File: src/rtl/fsm_table_pkg.sv
// fsm_table_pkg: parameter defaults and width helpers shared by the table-driven FSM
package fsm_table_pkg;
  localparam int IN_W_DEF    = 2;
  localparam int ST_W_DEF    = 3;
  localparam int OUT_W_DEF   = 4;
  localparam int TIMEOUT_DEF = 0;
  function automatic int ns_aw(input int st_w, input int in_w);
    return st_w + in_w;
  endfunction
  function automatic int out_aw(input int st_w);
    return st_w;
  endfunction
  // a disabled timeout still needs a 1-bit counter to keep the vector legal
  function automatic int dwell_w(input int timeout);
    return timeout < 1 ? 1 : $clog2(timeout + 1);
  endfunction
endpackage

File: src/rtl/fsm_table_mem.sv
// fsm_table_mem: next-state and output tables, cleared by reset, one write port each
module fsm_table_mem
  import fsm_table_pkg::*;
#(
  parameter int IN_W  = IN_W_DEF,
  parameter int ST_W  = ST_W_DEF,
  parameter int OUT_W = OUT_W_DEF
) (
  input  logic                           clk,
  input  logic                           reset,
  input  logic                           ns_we,
  input  logic [ns_aw(ST_W, IN_W)-1:0]   ns_waddr,
  input  logic [ST_W-1:0]                ns_wdata,
  input  logic                           out_we,
  input  logic [out_aw(ST_W)-1:0]        out_waddr,
  input  logic [OUT_W-1:0]               out_wdata,
  input  logic [ns_aw(ST_W, IN_W)-1:0]   ns_raddr,
  output logic [ST_W-1:0]                ns_rdata,
  input  logic [out_aw(ST_W)-1:0]        out_raddr,
  output logic [OUT_W-1:0]               out_rdata
);
  localparam int NS_N  = 2 ** ns_aw(ST_W, IN_W);
  localparam int OUT_N = 2 ** out_aw(ST_W);
  logic [ST_W-1:0]  ns_tbl  [NS_N];
  logic [OUT_W-1:0] out_tbl [OUT_N];
  always_ff @(posedge clk or negedge reset)
    if (!reset) begin
      for (int i = 0; i < NS_N; i++) ns_tbl[i] <= '0;
    end else if (ns_we) begin
      ns_tbl[ns_waddr] <= ns_wdata;
    end
  always_ff @(posedge clk or negedge reset)
    if (!reset) begin
      for (int i = 0; i < OUT_N; i++) out_tbl[i] <= '0;
    end else if (out_we) begin
      out_tbl[out_waddr] <= out_wdata;
    end
  assign ns_rdata  = ns_tbl[ns_raddr];
  assign out_rdata = out_tbl[out_raddr];
endmodule

File: src/rtl/fsm_table.sv
// fsm_table: programmable Moore FSM driven by next-state/output tables with an optional dwell timeout
module fsm_table
  import fsm_table_pkg::*;
#(
  parameter int IN_W    = IN_W_DEF,
  parameter int ST_W    = ST_W_DEF,
  parameter int OUT_W   = OUT_W_DEF,
  parameter int TIMEOUT = TIMEOUT_DEF
) (
  input  logic                  clk,
  input  logic                  reset,
  input  logic                  run,
  input  logic [IN_W-1:0]       state_inputs,
  input  logic                  cfg_we_ns,
  input  logic                  cfg_we_out,
  input  logic [ST_W+IN_W-1:0]  cfg_addr,
  input  logic [ST_W-1:0]       cfg_ns,
  input  logic [OUT_W-1:0]      cfg_out,
  output logic [OUT_W-1:0]      comb_outputs,
  output logic [ST_W-1:0]       cur_state,
  output logic                  state_chg,
  output logic                  timeout
);
  localparam int DW = dwell_w(TIMEOUT);
  logic [ST_W-1:0] tbl_ns, nxt;
  logic [DW-1:0]   dwell;
  logic            to_hit;
  fsm_table_mem #(.IN_W(IN_W), .ST_W(ST_W), .OUT_W(OUT_W)) u_mem (
    .clk       (clk),
    .reset     (reset),
    .ns_we     (cfg_we_ns),
    .ns_waddr  (cfg_addr),
    .ns_wdata  (cfg_ns),
    .out_we    (cfg_we_out),
    .out_waddr (cfg_addr[ST_W+IN_W-1:IN_W]),
    .out_wdata (cfg_out),
    .ns_raddr  ({cur_state, state_inputs}),
    .ns_rdata  (tbl_ns),
    .out_raddr (cur_state),
    .out_rdata (comb_outputs)
  );
  // the timeout wins over the table, even when the state is already 0
  always_comb begin
    to_hit = TIMEOUT > 0 && run && tbl_ns == cur_state && dwell == DW'(TIMEOUT - 1);
    nxt    = to_hit ? '0 : run ? tbl_ns : cur_state;
  end
  always_ff @(posedge clk or negedge reset)
    if (!reset) begin
      cur_state <= '0;
      dwell     <= '0;
      state_chg <= 1'b0;
      timeout   <= 1'b0;
    end else begin
      cur_state <= nxt;
      dwell     <= (to_hit || nxt != cur_state) ? '0 : run ? dwell + DW'(1) : dwell;
      state_chg <= nxt != cur_state;
      timeout   <= to_hit;
    end
endmodule

File: config.mk
export PLATFORM = sky130hd
export DESIGN_NAME = fsm_table
export DESIGN_NICKNAME = d
export VERILOG_FILES = /design/src/rtl/fsm_table_pkg.sv /design/src/rtl/fsm_table_mem.sv /design/src/rtl/fsm_table.sv
export SDC_FILE = /design/constraint.sdc
export NUM_CORES = 1
export LEC_CHECK = 0
export BUFFER_PORTS_ARGS = -buffer_cell sky130_fd_sc_hd__buf_2
export CORE_MARGIN = 8
export CORE_UTILIZATION = 50
export DETAILED_ROUTE_END_ITERATION = 8
export PLACE_DENSITY = 0.67
export SLEW_MARGIN = 10
export SYNTH_ARGS = -nofsm -noshare
export SYNTH_HDL_FRONTEND = slang
export SYNTH_HIERARCHICAL = 1
export SYNTH_SLANG_ARGS = --single-unit
File: constraint.sdc
create_clock -name clk -period 6.15 [get_ports clk]
set_input_delay 0.3075 -clock clk [delete_from_list [all_inputs] [get_ports clk]]
set_output_delay 0.3075 -clock clk [all_outputs]
set_load 0.05 [all_outputs]
Yosys cells after proc, flatten, opt, wreduce, memory -nomap -nowiden
Cells that the tools add are included.
- magnitude comparators: 6
- add/subtract/negate cells: 0
- shifts and indexed selects: 0
- multiply operators: 0
- muxes and demuxes: 13
- reductions and logical operators: 2
- divide/modulo/power cells: 0
- eq/ne operators: 1
- bitwise gates (word level): 4
- operators by type and width (kind ; count):
    $bwmux W96 ; 1
    $bwmux W32 ; 1
    $bmux W3 S5 ; 1
    $demux W3 S5 ; 1
    $bmux W4 S3 ; 1
    $demux W4 S3 ; 1
    $ge A6 B6 Y1 const B ; 2
    $mux W3 ; 4
    $mux W4 ; 3
    $not A5 Y6 ; 2
    $ge A4 B4 Y1 const B ; 2
    $not A3 Y4 ; 2
    $lt A6 B1 Y1 const B ; 1
    $lt A4 B1 Y1 const B ; 1
    $ne A3 B3 Y1 ; 1
    $logic_and A1 B1 Y1 ; 2
- input bits: 19
- bits in read-only memories: 0
- logic and storage cells: 68
- register bits: 132
- bits in writable memories: 0
- output and inout bits: 9
- bits in latches: 0
- memories kept: 0

Depth between registers and ports, before layout
Gate-level depths: netlist (run 1).
- depth in word-level cells: 6
- mapped depth: 7

Hierarchy
Netlist (run 1), hierarchy kept.
- modules (own cells, without submodules) (module ; sequential area each (um^2) ; cells an instance ; instances ; area an instance (um^2)):
    fsm_table_mem ; 3203.1 ; 377 ; 1 ; 5975.7
    fsm_table ; 100.1 ; 13 ; 1 ; 180.2

Worst setup path after synthesis (run 1)
No wires, ideal clock.
- path type: register to register
- from: reg cur_state[0]
- to: reg state_chg
- setup time: 0.124 ns
- stages on the path, launching flop included: 8
- setup slack: 3.240 ns
- clock period less this slack: 2.910 ns
- data arrival time: 2.786 ns
- data required time: 6.026 ns
- cell sequence: dfrtp_1 clkbuf_1 clkbuf_1 mux4_2 mux4_2 mux2_2 xor2_1 o31a_1
- longest elaborated chain between the ends: 6
- RTL lines (element ; RTL line ; source):
    start: declaration ; fsm_table.sv:20 ; output logic [ST_W-1:0] cur_state,
    start signal: assignment ; fsm_table.sv:54 ; cur_state <= nxt;
    $not A5 Y6 (not written as such) ; fsm_table_mem.sv:38 ; assign ns_rdata = ns_tbl[ns_raddr];
    $bmux W3 S5 ; fsm_table_mem.sv:38 ;
    $mux W3 (not written as such) (2 in series) ; fsm_table_mem.sv:38 ;
    named net tbl_ns[1] ; fsm_table.sv:25 ; logic [ST_W-1:0] tbl_ns, nxt;
    $mux W3 ; fsm_table.sv:45 ; nxt = to_hit ? '0 : run ? tbl_ns : cur_state;
    $ne A3 B3 Y1 ; fsm_table.sv:56 ; state_chg <= nxt != cur_state;
    end signal: assignment ; fsm_table.sv:56 ;
    end: declaration ; fsm_table.sv:21 ; output logic state_chg,
The timed path passes the listed nets, and every way through them passes these cells. The select of a mux whose other input is x is not followed.
A chain may end at the register's enable or synchronous reset.

Worst setup path in the final report (run 1)
Ends and elaborated chain as after synthesis.

==> results of run 1 <==
## routing by layer
| metal | vias to the layer above | wire length [um] | track usage |
|---|---|---|---|
| met2 | 90 | 6380 | 0.264 |
| met3 | 18 | 685 | 0.0591 |
| li1 | 1528 | - | - |
| met5 | - | 0 | 0 |
| met1 | 1861 | 5980 | 0.237 |
| met4 | 0 | 210 | 0.0630 |
## cells by family (layout without fill, tap and decap cells)
kind of cell    after synthesis  in the layout  share of synthesized area
compound gates                1              1                    0.00142
xor+xnor                      3              3                    0.00427
flops                       132            132                      0.537
buf+inv                      19             58                     0.0159
mux                         176            176                      0.392
simple gates                 58             58                     0.0492
other cells                   1              1                   0.000609
## synth_stat cells, drive strengths merged
cell / count / area [um^2]
nand2: 17 / 63.8
nand2b: 1 / 6.26
nand4: 1 / 6.26
nor3: 3 / 15.0
nand3: 2 / 10.0
nor3b: 6 / 45.0
nand4b: 3 / 26.3
buf: 5 / 45.0
mux4: 38 / 860
xor2: 3 / 26.3
nor2: 16 / 60.1
dfrtp: 132 / 3300
mux2: 138 / 1550
nand3b: 5 / 37.5
and3: 1 / 6.26
and3b: 2 / 17.5
conb: 1 / 3.75
clkbuf: 14 / 52.6
o31a: 1 / 8.76
or3b: 1 / 8.76
## metrics by stage
stage	worst slack, ns	utilization	hold slack, ns
2_1_floorplan	3.24	-	0.0119
3_3_place_gp	3.30	0.532	0.483
3_5_place_dp	3.21	0.532	0.488
4_1_cts	3.20	0.576	0.0843
5_1_grt	3.08	0.576	0.124
6_report	3.26	0.576	0.0425
## worst paths after layout
path,from,end,cells after the start
worst max-delay path,cur_state[0],state_chg,6
min in group clk,run,state_chg,2
max in group asynchronous,reset,u_mem/ns_tbl[65],2
worst min-delay path,reset,u_mem/ns_tbl[91],1
worst min register to register,u_mem/out_tbl[5],u_mem/out_tbl[5],1
worst max register to register,cur_state[0],state_chg,6
## worst max-delay path, stage by stage, from the launching register on
cell	delay, ns
dfrtp_1	0.71
buf_4	0.45
mux4_2	0.36
mux4_2	0.48
mux2_2	0.30
xor2_1	0.15
o31a_1	0.32
## flip-flops by register name, summed over array words and instances (netlist names)
signal / count
cur_state: 3
state_chg: 1
u_mem/ns_tbl: 96
u_mem/out_tbl: 32
## area by class of cell
class / count / area, um^2 / area share
clock buffers: 25 / 505 / 0.0730
clock inverters: 5 / 25.0 / 0.00362
multi-input cells: 239 / 2760 / 0.398
flip-flops and latches: 132 / 3300 / 0.477
well taps: 147 / 184 / 0.0266
repair buffers: 28 / 148 / 0.0213
## power by group
group	switching, uW	leakage [uW]	internal [uW]
sequential	149	0.00166	1050
clock	338	0.000269	559
combinational	311	0.00108	366
==> results.json, run 1 <==
{
  "status": "completed",
  "hold_buffers": 0,
  "row_count": 40,
  "antenna_cells": 0,
  "clock-skew-final_ns": 0.00537,
  "worst-path-max-fanout": 26,
  "place_hpwl_um": 9120,
  "placed_cell_area_mm2": 0.00639,
  "cellPowerDensity_mw_per_mm2": 401,
  "dieArea_mm2": 0.0161,
  "ys_ff_latch": 132,
  "ios": 28,
  "viasPerCell": 6.07,
  "routed_wl_um": 13300,
  "numCtsBuffers": 17,
  "most-common-layout-cells": "mux2_2, dfrtp_1, mux4_2",
  "grt_max_degree": 81,
  "firstDrtPassIters": 4,
  "rsz0062_at_grt": "no",
  "initial_core_util": 0.513,
  "fin_nets": 437,
  "final_hold_viol_count": 0,
  "r2r_slack_ns": 3.26,
  "fin_crit_sh": 0.471,
  "clockBufferDepth": 2,
  "grt_pass1_vias": 3702,
  "h-tree-depth": 4,
  "die_x_um": 127,
  "crit_type": "flip-flop to flip-flop",
  "core_area_mm2": 0.0120,
  "drc": 0,
  "die_h_um": 127,
  "fillCellCount": 958,
  "wl_per_cell_um": 23.0,
  "yosysSeqAreaShare": 0.537,
  "synth.net_count": 409,
  "hp-class": "primary input to async pin",
  "synth.avg_cell_area_um2": 15.8,
  "p_leak_uw": 0.00301,
  "syn_area_mm2": 0.00616,
  "worst_slew_pin_slew_ns": 1.00,
  "vias": 3497,
  "final_layout_size_suffix_gt1_frac": 0.536,
  "clk_pin_slew_ns": 0.05,
  "setup_tns_ns": 0,
  "post_cts_buffers": 0,
  "cp-end-kind": "flip-flop",
  "routabilityCongestion": 0.805,
  "layout_commonest_cell": "mux2_2",
  "synth.distinct_cells": 24,
  "area_delta_synth_final_pct": 12.4,
  "overflow": 0,
  "start_kind": "flip-flop",
  "cap_viol_max_count": 0,
  "cts_tree": "built",
  "detail_route.iter0.violations": 269,
  "netlist_instances": 390,
  "post-route-min-period_ns": 2.89,
  "grt_pass1_wl_um": 21200,
  "portBuffers": 26,
  "vdd.ir_drop.worst_mv": 0.208,
  "antenna_found_initial": 0,
  "total_power_uw": 2780,
  "clockRootBuffer": "clkbuf_16",
  "antenna_left": 0,
  "setup_viol": 0,
  "relSlewSlack": 0.331,
  "worstPathArrival_ns": 3.19,
  "ctsResizeCount": 0,
  "grt.total_usage": 0.177,
  "dp_cells": 546,
  "instances_no_fill": 576,
  "slew_viol_final": 0,
  "clkSinkCount": 132,
  "finalInstanceArea_mm2": 0.00692,
  "yosysWarnings": 6,
  "required_ns": 6.45,
  "fmax_mhz": 345,
  "worstSkewPairLatency_ns": 0.41
}
No activity file was read; power rests on OpenSTA's default activity.
==> run 2, diff against run 1 <==
--- a/config.mk
+++ b/config.mk
@@ -9,7 +9,7 @@
 export CORE_MARGIN = 8
 export CORE_UTILIZATION = 50
 export DETAILED_ROUTE_END_ITERATION = 8
-export PLACE_DENSITY = 0.67
+export PLACE_DENSITY = 0.7
 export SLEW_MARGIN = 10
 export SYNTH_ARGS = -nofsm -noshare
 export SYNTH_HDL_FRONTEND = slang
==> constraint.sdc (replaced) <==
create_clock -name clk -period 2.4 [get_ports clk]
set_input_delay 0.12 -clock clk [delete_from_list [all_inputs] [get_ports clk]]
set_output_delay 0.12 -clock clk [all_outputs]
set_load 0.05 [all_outputs]
==> run 2 against run 1 <==
Effect of this change:
- non-clock buffer count increased by 11
- sequential share of layout area decreased by 1.3 points
- total power increased to 2.7 times the previous value
- clock power rose to 3.0 times the previous value
- routed wire length decreased by 3.1%
- via count grew 0.23%
- final cell count grew 2.3%
- final area increased by 2.8%
- highest routed layer unchanged
- global-route usage down 0.40 points
- die area unchanged
- clock skew down 0.0024 ns
==> results.json, run 2 (synthesized netlist as in run 1, its figures left out) <==
{
  "grt_pass1_vias": 3806,
  "crit_family": "multiplexers",
  "crit_buf_inv": 1,
  "overflow": 0,
  "vias": 3505,
  "initial_core_util": 0.513,
  "clkSinkCount": 132,
  "core_area_mm2": 0.0120,
  "cp-end-kind": "flip-flop",
  "detail_route.iter0.violations": 285,
  "grt_max_degree": 55,
  "worstSkewPairLatency_ns": 0.42,
  "hold_buffers": 2,
  "relSlewSlack": 0.530,
  "row_count": 40,
  "wl_per_cell_um": 21.8,
  "place_ws_ns": 0.0321,
  "slew_viol_final": 0,
  "clk_pin_slew_ns": 0.06,
  "cap_viol_max_count": 0,
  "required_ns": 2.70,
  "post-route-min-period_ns": 2.27,
  "antenna_left": 0,
  "clockRootBuffer": "clkbuf_16",
  "final_hold_viol_count": 0,
  "cp_common_cell": "mux4_2",
  "ios": 28,
  "layout_commonest_cell": "mux2_2",
  "clock-skew-final_ns": 0.00299,
  "top_register": "u_mem/ns_tbl",
  "firstDrtPassIters": 5,
  "routed_wl_um": 12800,
  "setup_viol": 0,
  "worst_slew_pin_slew_ns": 0.699,
  "dieArea_mm2": 0.0161,
  "h-tree-depth": 4,
  "largest_register_ffs": 96,
  "dp_cells": 555,
  "antenna_cells": 0,
  "grt.total_usage": 0.173,
  "cellPowerDensity_mw_per_mm2": 1050,
  "p_leak_uw": 0.00311,
  "crit_type": "flip-flop to flip-flop",
  "most-common-layout-cells": "mux2_2, dfrtp_1, mux4_2",
  "final_layout_size_suffix_gt1_frac": 0.550,
  "vdd.ir_drop.worst_mv": 0.509,
  "antenna_found_initial": 0,
  "ctsResizeCount": 0,
  "clockBufferDepth": 2,
  "start_kind": "flip-flop",
  "slowest_stage": "mux4_2",
  "worst-path-max-fanout": 26,
  "cts_tree": "built",
  "drc": 0,
  "fin_nets": 448,
  "routabilityCongestion": 0.813,
  "setup_slack_ns": 0.134,
  "fmax_mhz": 441,
  "setup_tns_ns": 0,
  "finalInstanceArea_mm2": 0.00712,
  "portBuffers": 26,
  "viasPerCell": 5.95,
  "area_delta_synth_final_pct": 15.6,
  "placed_cell_area_mm2": 0.00648,
  "die_x_um": 127,
  "worstPathArrival_ns": 2.56,
  "hp-class": "primary input to flip-flop",
  "top_regs": "u_mem/ns_tbl (96), u_mem/out_tbl (32), cur_state (3)",
  "grt_pass1_wl_um": 21500,
  "instances_no_fill": 589,
  "status": "completed",
  "rsz0062_at_grt": "no",
  "path_cells": "buf_12 > mux4_2 > mux4_2 > mux2_2 > xor2_1 > o31a_1",
  "place_hpwl_um": 8980,
  "post_cts_buffers": 0,
  "slowest_delay_ns": 0.48,
  "fin_crit_sh": 0.944,
  "numCtsBuffers": 17,
  "die_h_um": 127
}
## run 2: path summary, 6_finish.rpt
check	start	end	slack [ns]	cells after the start
max in group asynchronous	reset	u_mem/ns_tbl[1]	1.30	3
setup reg to reg	cur_state[0]	state_chg	0.13	6
hold / removal	cfg_out[1]	u_mem/out_tbl[9]	0.04	2
hold reg to reg	u_mem/out_tbl[18]	u_mem/out_tbl[18]	0.50	1
min in group asynchronous	reset	u_mem/ns_tbl[84]	0.30	2
setup / recovery	cur_state[0]	state_chg	0.13	6
## run 2: report_power, final
group          internal (uW)  total (uW)  switching (uW)
combinational            984        1830             850
clock                   1730        2650             910
sequential              2690        3020             328
total                   5410        7500            2090
## run 2: final cells by class
| class | count | area, um^2 |
|---|---|---|
| Fill cell | 936 | 4890 |
| Timing Repair Buffer | 39 | 260 |
| Clock inverter | 9 | 125 |
| Clock buffer | 23 | 488 |
| Tap cell | 147 | 184 |
| Multi-Input combinational cell | 239 | 2760 |
| Sequential cell | 132 | 3300 |
## run 2: metrics by stage
stage / util / hold WS, ns / total power [uW]
after floorplan: - / -0.176 / 4410
after global placement: 0.540 / 0.200 / 4840
after detailed placement: 0.540 / 0.210 / 4890
after CTS: 0.593 / 0.0123 / 7580
after global routing: 0.593 / 0.0321 / 7830
final: 0.593 / 0.0351 / 7500
## run 2: metal layers
layer | global-route usage | up-vias | routed length [um]
met4 | 0.0714 | 0 | 181
met1 | 0.228 | 1858 | 5800
met3 | 0.0528 | 17 | 717
met2 | 0.262 | 82 | 6140
met5 | 0 | - | 0
li1 | - | 1548 | -
==> run 3, diff against run 2 <==
--- a/config.mk
+++ b/config.mk
@@ -6,10 +6,10 @@
 export NUM_CORES = 1
 export LEC_CHECK = 0
 export BUFFER_PORTS_ARGS = -buffer_cell sky130_fd_sc_hd__buf_2
-export CORE_MARGIN = 8
 export CORE_UTILIZATION = 50
 export DETAILED_ROUTE_END_ITERATION = 8
 export PLACE_DENSITY = 0.7
+export REMOVE_ABC_BUFFERS = 1
 export SLEW_MARGIN = 10
 export SYNTH_ARGS = -nofsm -noshare
 export SYNTH_HDL_FRONTEND = slang
==> run 3 against run 2 <==
Effect of this change:
- clock-buffer cell count grew 4
- fmax is 1.7% lower
- first-iteration DRC count is 33% lower
- critical path type unchanged
- core utilization fell by 0.76 points
- setup slack lost 0.039 ns
- critical path depth is the same
- largest cell class unchanged
- clock skew up 0.0094 ns
==> results.json, run 3 (synthesized netlist as in run 1, its figures left out) <==
{
  "status": "completed",
  "clk_pin_slew_ns": 0.05,
  "route.met2.wl_um": 6190,
  "p_leak_uw": 0.00305,
  "clock-skew-final_ns": 0.0124,
  "firstDrtPassIters": 4,
  "clockRootBuffer": "clkbuf_16",
  "antenna_found_initial": 0,
  "vias": 3450,
  "detail_route.iter0.violations": 192,
  "row_count": 40,
  "reg2reg_to": "state_chg",
  "top_regs": "u_mem/ns_tbl (96), u_mem/out_tbl (32), cur_state (3)",
  "p_int_uw": 5160,
  "antenna_cells": 0,
  "setup_viol": 0,
  "top_layer_used": "met4",
  "numCtsBuffers": 17,
  "netSwitchingPower_uw": 2040,
  "placed_cell_area_mm2": 0.00646,
  "route.met3.wl_um": 494,
  "min_from": "cfg_out[2]",
  "worst_slew_pin_slew_ns": 0.642,
  "clockBufferDepth": 2,
  "grt.total_usage": 0.222,
  "cts_tree": "built",
  "r2r_slack_ns": 0.09,
  "layout_commonest_cell": "mux2_2",
  "die_h_um": 113,
  "fin_crit_sh": 0.961,
  "initial_core_util": 0.513,
  "vdd.ir_drop.worst_mv": 0.557,
  "post_cts_buffers": 0,
  "largest_register_ffs": 96,
  "finalInstanceArea_mm2": 0.00703,
  "ctsResizeCount": 0,
  "routed_wl_um": 12600,
  "worstSetupStartpoint": "cur_state[0]",
  "whs_endpoint": "u_mem/out_tbl[30]",
  "timing.hold.ws_ns": 0.0591,
  "cap_viol_max_count": 0,
  "final_hold_viol_count": 0,
  "final_layout_size_suffix_gt1_frac": 0.531,
  "ios": 28,
  "worst-path-max-fanout": 27,
  "swShare": 0.284,
  "most-common-layout-cells": "mux2_2, dfrtp_1, mux4_2",
  "portBuffers": 26,
  "rsz0062_at_grt": "no",
  "crit_type": "flip-flop to flip-flop",
  "h-tree-depth": 4,
  "grt_pass1_wl_um": 20900,
  "grt_pass1_vias": 3720,
  "wl_met1_um": 5860,
  "relSlewSlack": 0.568,
  "overflow": 0,
  "drc": 0,
  "worstPathArrival_ns": 2.60,
  "slew_viol_final": 0,
  "wl_per_cell_um": 21.6,
  "area_delta_synth_final_pct": 14.1,
  "reg2reg_depth": 6,
  "start_kind": "flip-flop",
  "place_hpwl_um": 8610,
  "worstSkewPairLatency_ns": 0.42,
  "total_power_uw": 7210,
  "fin_nets": 444,
  "die_x_um": 113,
  "regToRegStartpoint": "cur_state[0]",
  "hold_depth": 2,
  "hp-class": "primary input to flip-flop",
  "cellPowerDensity_mw_per_mm2": 1030,
  "top_register": "u_mem/ns_tbl",
  "fillCellCount": 941,
  "core_area_mm2": 0.0120,
  "dieArea_mm2": 0.0128,
  "post-route-min-period_ns": 2.31,
  "clkPwrFrac": 0.329,
  "cp-end-kind": "flip-flop",
  "fmax_mhz": 434,
  "clkSinkCount": 132,
  "required_ns": 2.69,
  "routabilityCongestion": 0.811,
  "viasPerCell": 5.91,
  "pwr-share-comb": 0.252,
  "antenna_left": 0,
  "grt_max_degree": 52,
  "power_frac_seq": 0.419
}
run 3: worst max-delay path by stage:
stage / to / depth (start not counted)
global route: state_chg / 6
detailed placement: state_chg / 7
floorplan: state_chg / 5
global placement: state_chg / 7
finish: state_chg / 6
CTS: state_chg / 6
run 3: worst max-delay path, cell delays in order, from the launching register on:
cell and delay (ns):
dfrtp_1 0.40, buf_12 0.21, mux4_2 0.32, mux4_2 0.48
mux2_2 0.29, xor2_1 0.14, o31a_1 0.33
run 3: metal layers:
metal	track usage	vias up
li1	-	1542
met1	0.300	1833
met2	0.352	66
met3	0.0616	9
met4	0.0711	0
met5	0	-
run 3: area by class of cell:
cell class,instances,area [um^2],share of cell area
tap,147,184,0.0262
clock buffer,27,493,0.0702
sequential,132,3300,0.470
multi-input combinational,239,2760,0.392
clock inverter,4,47.5,0.00677
timing repair buffer,35,243,0.0346
run 3: what timing repair did:
| action | CTS | global route |
|---|---|---|
| setup endpoints to repair | 0 | 0 |
| hold buffers | 2 | 0 |
| hold endpoints to repair | 39 | 0 |
run 3: metrics by stage:
stage,setup slack [ns],TNS (ns),util,instances
floorplan,-0.704,-2.67,-,371
global placement,0.0726,0,0.538,551
detailed placement,0.0287,0,0.538,551
CTS,0.0966,0,0.585,584
global route,0.0196,0,0.585,584
finish,0.0943,0,0.585,584
run 3: power groups by stage:
stage	Sequential, uW	Clock [uW]	Combinational (uW)
after CTS	3020	2420	1830
final	3020	2370	1810
after detailed placement	3040	0	1820
after floorplan	3070	0	1260
after global routing	3080	2520	1940
after global placement	3060	0	1760
